==> config.mk <==
export PLATFORM = sky130hd
export DESIGN_NAME = rf_ctl
export DESIGN_NICKNAME = d
export VERILOG_FILES = /design/src/rtl/rf_pkg.sv /design/src/rtl/rf_sel_dec.sv /design/src/rtl/rf_ctl.sv
export SDC_FILE = /design/constraint.sdc
export NUM_CORES = 1
export LEC_CHECK = 0
export CAP_MARGIN = 25
export CORE_UTILIZATION = 40
export DETAILED_ROUTE_END_ITERATION = 12
export PLACE_DENSITY = 0.81
export SYNTH_ARGS = -nofsm -noshare
export SYNTH_HDL_FRONTEND = slang
export SYNTH_SLANG_ARGS = --single-unit
==> constraint.sdc <==
create_clock -name clk -period 4.7 [get_ports clk]
set_clock_uncertainty 0.15 [all_clocks]
set_input_delay 0.94 -clock clk [delete_from_list [all_inputs] [get_ports clk]]
set_output_delay 0.94 -clock clk [all_outputs]
set_load 0.05 [all_outputs]
==> src/rtl/rf_pkg.sv <==
// Shared definitions for the register-file controller: opcodes,
// register codes, FSM state encoding, data width and a code check.
package rf_pkg;

    localparam int DW = 8;

    localparam logic [1:0] OP_NOP = 2'b00;
    localparam logic [1:0] OP_LDI = 2'b01;
    localparam logic [1:0] OP_MOV = 2'b10;
    localparam logic [1:0] OP_RD  = 2'b11;

    localparam logic [2:0] REG_A = 3'd0;
    localparam logic [2:0] REG_B = 3'd1;
    localparam logic [2:0] REG_C = 3'd2;
    localparam logic [2:0] REG_D = 3'd3;
    localparam logic [2:0] REG_F = 3'd4;

    typedef enum logic [2:0] {
        S_IDLE  = 3'd0,
        S_READ  = 3'd1,
        S_CAPT  = 3'd2,
        S_WRITE = 3'd3,
        S_RESP  = 3'd4
    } state_t;

    function automatic logic code_ok(input logic [2:0] c);
        return c <= REG_F;
    endfunction

endpackage

==> src/rtl/rf_sel_dec.sv <==
// Register select decoder: 3-bit register code plus enable to one-hot
// selects {A,B,C,D,F} (sel_o[4]=A .. sel_o[0]=F); codes 5-7 give zero.
module rf_sel_dec
    import rf_pkg::*;
(
    input  logic [2:0] code_i,
    input  logic       en_i,
    output logic [4:0] sel_o
);

    always_comb begin
        sel_o = '0;
        if (en_i) begin
            unique case (1'b1)
                (code_i == REG_A): sel_o = 5'b10000;
                (code_i == REG_B): sel_o = 5'b01000;
                (code_i == REG_C): sel_o = 5'b00100;
                (code_i == REG_D): sel_o = 5'b00010;
                (code_i == REG_F): sel_o = 5'b00001;
                default:           sel_o = 5'b00000;
            endcase
        end
    end

endmodule

==> src/rtl/rf_ctl.sv <==
// Register-file controller: accepts NOP/LDI/MOV/RD commands and
// sequences re/we/selects on the register file via a Moore FSM.
// Ports: clk, rst (async active-low), cmd_* handshake in,
// rsp_* handshake out, d/as..fs/re/we to the file, p from the file.
// Optional sticky err output when RF_CTL_ERR_EN is defined.
module rf_ctl
    import rf_pkg::*;
(
    input  logic          clk,
    input  logic          rst,
    input  logic          cmd_valid,
    output logic          cmd_ready,
    input  logic [1:0]    cmd_op,
    input  logic [2:0]    cmd_dst,
    input  logic [2:0]    cmd_src,
    input  logic [DW-1:0] cmd_imm,
    output logic          rsp_valid,
    input  logic          rsp_ready,
    output logic [DW-1:0] rsp_data,
    output logic [DW-1:0] d,
    output logic          as,
    output logic          bs,
    output logic          cs,
    output logic          ds,
    output logic          fs,
    output logic          re,
    output logic          we,
`ifdef RF_CTL_ERR_EN
    output logic          err,
`endif
    input  logic [DW-1:0] p
);

    state_t          state_q, state_d;
    logic [1:0]      op_q;
    logic [2:0]      src_q, dst_q;
    logic [DW-1:0]   hold_q, hold_d;
    logic [DW-1:0]   d_q, rsp_q;
    logic            accept, legal;
    logic            sel_en;
    logic [2:0]      sel_code;
    logic [4:0]      sel;

    assign accept = cmd_valid && (state_q == S_IDLE);

    // Only the fields an op actually uses are range-checked.
    always_comb begin
        legal = 1'b0;
        unique case (cmd_op)
            OP_LDI:  legal = code_ok(cmd_dst);
            OP_MOV:  legal = code_ok(cmd_src) && code_ok(cmd_dst);
            OP_RD:   legal = code_ok(cmd_src);
            default: legal = 1'b0;
        endcase
    end

    always_ff @(posedge clk or negedge rst) begin
        if (!rst) state_q <= S_IDLE;
        else      state_q <= state_d;
    end

    always_comb begin
        state_d = state_q;
        unique case (state_q)
            S_IDLE: begin
                if (accept && legal)
                    state_d = (cmd_op == OP_LDI) ? S_WRITE : S_READ;
            end
            S_READ:  state_d = S_CAPT;
            S_CAPT:  state_d = (op_q == OP_MOV) ? S_WRITE : S_RESP;
            S_WRITE: state_d = S_IDLE;
            S_RESP:  if (rsp_ready) state_d = S_IDLE;
            default: state_d = S_IDLE;
        endcase
    end

    always_comb begin
        cmd_ready = (state_q == S_IDLE);
        re        = (state_q == S_READ);
        we        = (state_q == S_WRITE);
        rsp_valid = (state_q == S_RESP);
        sel_en    = re || we;
        sel_code  = re ? src_q : dst_q;
    end

    rf_sel_dec u_dec (
        .code_i (sel_code),
        .en_i   (sel_en),
        .sel_o  (sel)
    );

    assign {as, bs, cs, ds, fs} = sel;
    assign d        = d_q;
    assign rsp_data = rsp_q;

    // Holding register carries the LDI immediate or the captured p.
    always_comb begin
        hold_d = hold_q;
        if (accept && cmd_op == OP_LDI) hold_d = cmd_imm;
        if (state_q == S_CAPT)          hold_d = p;
    end

    always_ff @(posedge clk or negedge rst) begin
        if (!rst) begin
            op_q   <= OP_NOP;
            src_q  <= REG_A;
            dst_q  <= REG_A;
            hold_q <= '0;
            d_q    <= '0;
            rsp_q  <= '0;
        end else begin
            if (accept) begin
                op_q  <= cmd_op;
                src_q <= cmd_src;
                dst_q <= cmd_dst;
            end
            hold_q <= hold_d;
            // d and rsp_data only change on entry to WRITE / RESP.
            if (state_d == S_WRITE)
                d_q <= hold_d;
            if (state_q == S_CAPT && state_d == S_RESP)
                rsp_q <= hold_d;
        end
    end

`ifdef RF_CTL_ERR_EN
    logic err_q;

    always_ff @(posedge clk or negedge rst) begin
        if (!rst)
            err_q <= 1'b0;
        else if (accept && cmd_op != OP_NOP && !legal)
            err_q <= 1'b1;
    end

    assign err = err_q;
`endif

endmodule

==> results of run 1 <==
report_power, final:
group | total, mW | switching [mW] | internal [mW]
registers | 0.557 | 0.103 | 0.454
clock network | 0.318 | 0.106 | 0.212
logic | 0.952 | 0.582 | 0.371
total | 1.83 | 0.790 | 1.04
stage by stage:
step	hold slack, ns	utilization (%)	instances	power (mW)	instance area [um2]
floorplan	0.287	-	155	1.25	1700
global placement	0.300	55.4	251	1.49	2230
detailed placement	0.321	55.4	251	1.52	2230
CTS	0.339	58.7	259	1.84	2360
global route	0.357	58.7	259	1.93	2360
finish	0.340	58.7	259	1.83	2360
critical path: cells and delay by family, from the launching register on:
kind / cells / cell delay (ns)
buffers and inverters: 1 / 0.83
AND/OR/NAND/NOR: 3 / 0.61
flip-flops: 1 / 0.47
multiplexers: 1 / 0.39
cell usage in the layout, fill, tap and decap left out, types with 2 or more instances in the layout:
| cell type | n |
|---|---|
| a21oi_1 | 5 |
| nor2_1 | 17 |
| nand2_1 | 18 |
| o21ai_0 | 14 |
| clkbuf_8 | 5 |
| inv_1 | 3 |
| clkdlybuf4s50_1 | 52 |
| a21oi_2 | 4 |
| nor3_1 | 3 |
| mux2_2 | 17 |
| a41oi_1 | 8 |
| buf_4 | 2 |
| dfrtp_1 | 35 |
| nand2b_1 | 2 |
| o21ai_2 | 3 |
| bufinv_16 | 2 |
| mux2_1 | 2 |
| mux2i_1 | 2 |
cell usage after synthesis, drive strengths merged:
library cell,number
a21o,1
a21oi,9
a32oi,1
a41oi,8
and2,1
and2b,1
buf,5
clkbuf,3
clkinv,1
dfrtp,35
inv,3
mux2,19
mux2i,2
nand2,18
nand2b,2
nor2,18
nor3,3
nor3b,2
nor4b,1
o211ai,1
o21ai,17
o32ai,1
or2b,1
or3b,1
or4b,1
cell families after synthesis:
kind of cell / synth area share [%]
and+or+nand+nor: 14.6
AOI/OAI and AO/OA: 15.2
DFF: 51.5
muxes: 13.8
buffers and inverters: 4.86
layout make-up:
class | instances | area (um2) | area share [%]
inverter | 4 | 15.0 | 0.635
clock inverter | 2 | 60.1 | 2.54
sequential | 35 | 876 | 37.1
clock buffer | 6 | 72.6 | 3.07
timing repair buffer | 54 | 536 | 22.7
multi-input combinational | 108 | 742 | 31.4
tap | 50 | 62.6 | 2.65
registers in the layout (all words and copies together) (netlist names):
signal,flops
d,8
hold_q,8
rsp_data,8
dst_q,3
src_q,3
state_q,3
op_q,2
per-layer routing:
| metal | up-vias | routed length (um) |
|---|---|---|
| met5 | - | 0 |
| met4 | 0 | 73 |
| met3 | 6 | 130 |
| met2 | 34 | 1680 |
| met1 | 631 | 1830 |
| li1 | 657 | - |
path summary, 6_finish.rpt:
path	startpoint	end	depth (start not counted)
setup / recovery	state_q[2]	fs	5
hold / removal	op_q[0]	op_q[0]	2
setup reg to reg	state_q[1]	d[3]	4
hold reg to reg	op_q[0]	op_q[0]	2
max in group asynchronous	rst	hold_q[6]	2
min in group asynchronous	rst	dst_q[1]	2
==> results.yml, run 1 <==
yosys:
  synth_area_leaders: "dfrtp_1 52%, mux2_2 11%, a41oi_1 4.1%"
  synth_top_area_share_pct: 51.5
  avgSynthCellArea_um2: 11.0
  yosys.area.top_type: "dfrtp_1"
  yosys_warnings: 0
  synth_seq_cells: 35
  syn_inst: 155
  syn_area_mm2: 0.00170
  seq_area_frac_synth_pct: 51.5
  syn_nets: 183
  yosys.cell_types.count: 32
clock_network:
  clk_pin_slew_ns: 0.07
  tritoncts.num_buffers: 5
  clk_latency_ns: 0.28
  cts_root_buf: "clkbuf_8"
  htreeDepth: 2
  post_cts_resized: 0
  cts_tree: "done"
  cts_setup_buffers: 0
  clock_sinks: 35
  hold_buffers: 0
  cts_buffer_depth: 2
die:
  ios: 53
  core-area_mm2: 0.00403
  start_util_pct: 42.2
  rows: 23
  chipHeight_um: 67.2
  die_w_um: 67.2
  die-area_mm2: 0.00452
grt:
  grt_start_max_net_pins: 36
  grtUsageMet1_pct: 25.3
  grtUsageMet3_pct: 2.53
  grt_pass1_vias: 1195
  gr-total-overflow: 0
  grt_first_pass_wirelength_mm: 5.78
  grt_util_all_layers_pct: 17.7
  antenna_found_initial: 0
  met2_usage_pct: 26.3
  busiest_layer: "met2"
timing:
  setup_viol: 0
  setup_ws_ns: 1.03
  timing.final.crit_share_pct: 78.0
  rsz0062_at_grt: "false"
  worst-slew-pin-transition_ns: 0.678
  min_period_ns: 3.67
  finalSetupTns_ns: 0
  maxSlewViolCount: 0
  hold_viol: 0
  relSlewSlack_pct: 54.8
  clock.fmax_mhz: 273
pwr:
  ir_drop_mv: 0.306
  leakagePower_nw: 0.967
  cellPowerDensity_mw_per_mm2: 773
setup_path:
  slowest_stage: "clkdlybuf4s50_1"
  rrSetupSlack_ns: 2.26
  end_kind: "output port"
  slowest_delay_ns: 0.83
  worst_setup_path_start_kind: "register"
  arrival_ns: 2.58
  crit_chain: "nand2b_1, nor2_1, mux2_2, nor3_1, clkdlybuf4s50_1"
  crit_type: "reg -> out"
  worstPathMaxFanout: 9
  crit_required_ns: 3.61
layout:
  num_antenna_cells: 0
  fillerInstances: 331
  drive_above_1_share_pct: 18.2
  final_nets: 236
  area_delta_synth_final_pct: 39.0
placed_design:
  portBuffers: 52
  dp_slack_ns: 1.32
  gp_congestion: 0.822
  hpwl_mm: 2.71
route:
  vias: 1328
  drtIter0Drc: 64
  ant_nets: 0
  routed_wl_mm: 3.71
  vias_per_cell: 5.13
  drc_errors: 0
  post_drt_wl_per_cell_um: 14.3
  drtPass1Iterations: 4
hold_path:
  hp-class: "reg -> reg"
status:
  outcome: "finished clean"
run:
  maxCapViolCount: 0
(Power assumes the default switching activity.)
==> inputs of run 2 (changes only) <==
==> constraint.sdc (replaced) <==
create_clock -name clk -period 3.4 [get_ports clk]
set_clock_uncertainty 0.15 [all_clocks]
set_input_delay 0.68 -clock clk [delete_from_list [all_inputs] [get_ports clk]]
set_output_delay 0.68 -clock clk [all_outputs]
set_load 0.05 [all_outputs]
==> run 2 against run 1 <==
Net effect: global-route usage rose by 1.6 points; design area fell by 1.9%; sequential power rose by 38%; worst hold slack got worse by 0.017 ns; power rose by 29%; clock power fell by 17%; register-to-register slack got worse by 1.3 ns; worst setup slack got worse by 0.70 ns; count of clock-buffer cells in the layout did not move; critical path depth did not move; core utilization fell by 1.1 points; critical path type unchanged; largest cell class unchanged.
==> results.yml, run 2 (same netlist as run 1, synthesis figures left out) <==
timing:
  hold_viol: 0
  maxSlewViolCount: 0
  setup_viol: 0
  min_period_ns: 3.07
  clock.fmax_mhz: 326
  finalSetupTns_ns: 0
  rsz0062_at_grt: "false"
  worst-slew-pin-transition_ns: 0.650
  timing.final.crit_share_pct: 90.2
  relSlewSlack_pct: 56.7
  fin_hold_ws_ns: 0.323
  setup_ws_ns: 0.332
setup_path:
  cp-startpoint: "state_q[2]"
  rr_endpoint: "d[0]"
  crit_type: "reg -> out"
  path_common_cell: "nor2_1"
  worstPathMaxFanout: 9
  rrSetupSlack_ns: 1.00
  rr_worst_depth: 4
  crit_chain: "nand2b_1, nor2_1, mux2i_1, nor2_1, clkdlybuf4s50_1"
  crit-reg2reg-launch: "state_q[1]"
  end_kind: "output port"
  crit_end: "cs"
  arrival_ns: 2.24
  worst_setup_path_start_kind: "register"
  slowest_delay_ns: 0.81
  slowest_stage: "clkdlybuf4s50_1"
  crit_required_ns: 2.57
layout:
  num_antenna_cells: 0
  final_nets: 237
  seq_area_um2: 876
  drive_above_1_share_pct: 18.8
  area_delta_synth_final_pct: 36.4
  final_common_cell: "clkdlybuf4s50_1"
  fin_area_mm2: 0.00232
  multi_input_area_um2: 747
  fin_util_pct: 57.5
  final_cell_mix: "49 x clkdlybuf4s50_1, 35 x dfrtp_1, 18 x nand2_1, 17 x nor2_1, 17 x mux2_2"
  fillerInstances: 365
  final_cells: 258
route:
  drc_errors: 0
  drtPass1Iterations: 4
  routed_wl_mm: 3.75
  post_drt_wl_per_cell_um: 14.5
  vias: 1367
  ant_nets: 0
  vias_per_cell: 5.30
  drtIter0Drc: 59
placed_design:
  hpwl_mm: 2.74
  gp_congestion: 0.815
  dp_cells: 252
  dp_slack_ns: 0.366
  portBuffers: 52
  place_area_mm2: 0.00224
die:
  rows: 23
  ios: 53
  die_w_um: 67.2
  start_util_pct: 42.2
  chipHeight_um: 67.2
  die-area_mm2: 0.00452
  core-area_mm2: 0.00403
clock_network:
  clock_sinks: 35
  cts_root_buf: "clkbuf_8"
  tritoncts.num_buffers: 5
  clk_latency_ns: 0.28
  cts_setup_buffers: 0
  cts_buffer_depth: 2
  post_cts_resized: 0
  cts_tree: "done"
  hold_buffers: 0
  htreeDepth: 2
  clk_pin_slew_ns: 0.06
pwr:
  ir_drop_mv: 0.421
  cellPowerDensity_mw_per_mm2: 1020
  power_mw: 2.36
  leakagePower_nw: 0.983
status:
  outcome: "finished clean"
grt:
  gr-total-overflow: 0
  grt_util_all_layers_pct: 19.3
  grt_first_pass_wirelength_mm: 6.35
  grt_pass1_vias: 1391
  grt_start_max_net_pins: 36
  antenna_found_initial: 0
hold_path:
  hp-class: "reg -> reg"
  worstHoldPathCells: 2
run:
  maxCapViolCount: 0
-- run 2: changes by cell type in the layout (fill, tap and decap cells not counted) --
cell / delta
buf_4: +2
nor3_1: -1
nor3_2: +1
dlymetal6s2s_1: +2
bufinv_16: -2
clkdlybuf4s50_1: -3
-- run 2: power breakdown --
part	internal (mW)	switching, mW	total, mW
logic	0.513	0.809	1.32
clock network	0.136	0.128	0.264
registers	0.629	0.141	0.770
-- run 2: layout make-up --
type,instances,area share [%]
sequential,35,37.8
timing repair buffer,55,23.5
clock buffer,6,3.13
multi-input combinational,108,32.2
tap,50,2.70
inverter,4,0.648
-- run 2: how the worst min path moves through the flow --
stage,startpoint,end,slack (ns)
finish,op_q[0],op_q[0],0.32
global route,op_q[0],op_q[0],0.34
CTS,op_q[0],op_q[0],0.32
detailed placement,op_q[0],op_q[0],0.31
global placement,op_q[0],op_q[0],0.30
floorplan,rst,d[0],0.23
-- run 2: metal layers --
layer	vias up	track usage, %	wire [um]
met1	664	25.7	1690
met3	7	4.90	193
met5	-	0	0
li1	657	-	-
met4	0	6.91	63
met2	39	30.3	1810
-- run 2: critical path, delay by kind of cell (launching register included) --
| family | cells | cell delay [ns] |
|---|---|---|
| buffers and inverters | 1 | 0.81 |
| flip-flops | 1 | 0.47 |
| multiplexers | 1 | 0.13 |
| AND/OR/NAND/NOR | 3 | 0.55 |
==> inputs of run 3 (changes only) <==
--- a/config.mk
+++ b/config.mk
@@ -8,6 +8,7 @@
 export CAP_MARGIN = 25
 export CORE_UTILIZATION = 40
 export DETAILED_ROUTE_END_ITERATION = 12
+export HOLD_SLACK_MARGIN = 0.1
 export PLACE_DENSITY = 0.81
 export SYNTH_ARGS = -nofsm -noshare
 export SYNTH_HDL_FRONTEND = slang
==> results of run 3 <==
No change in the layout: final DEF, timing and power equal those of run 2.
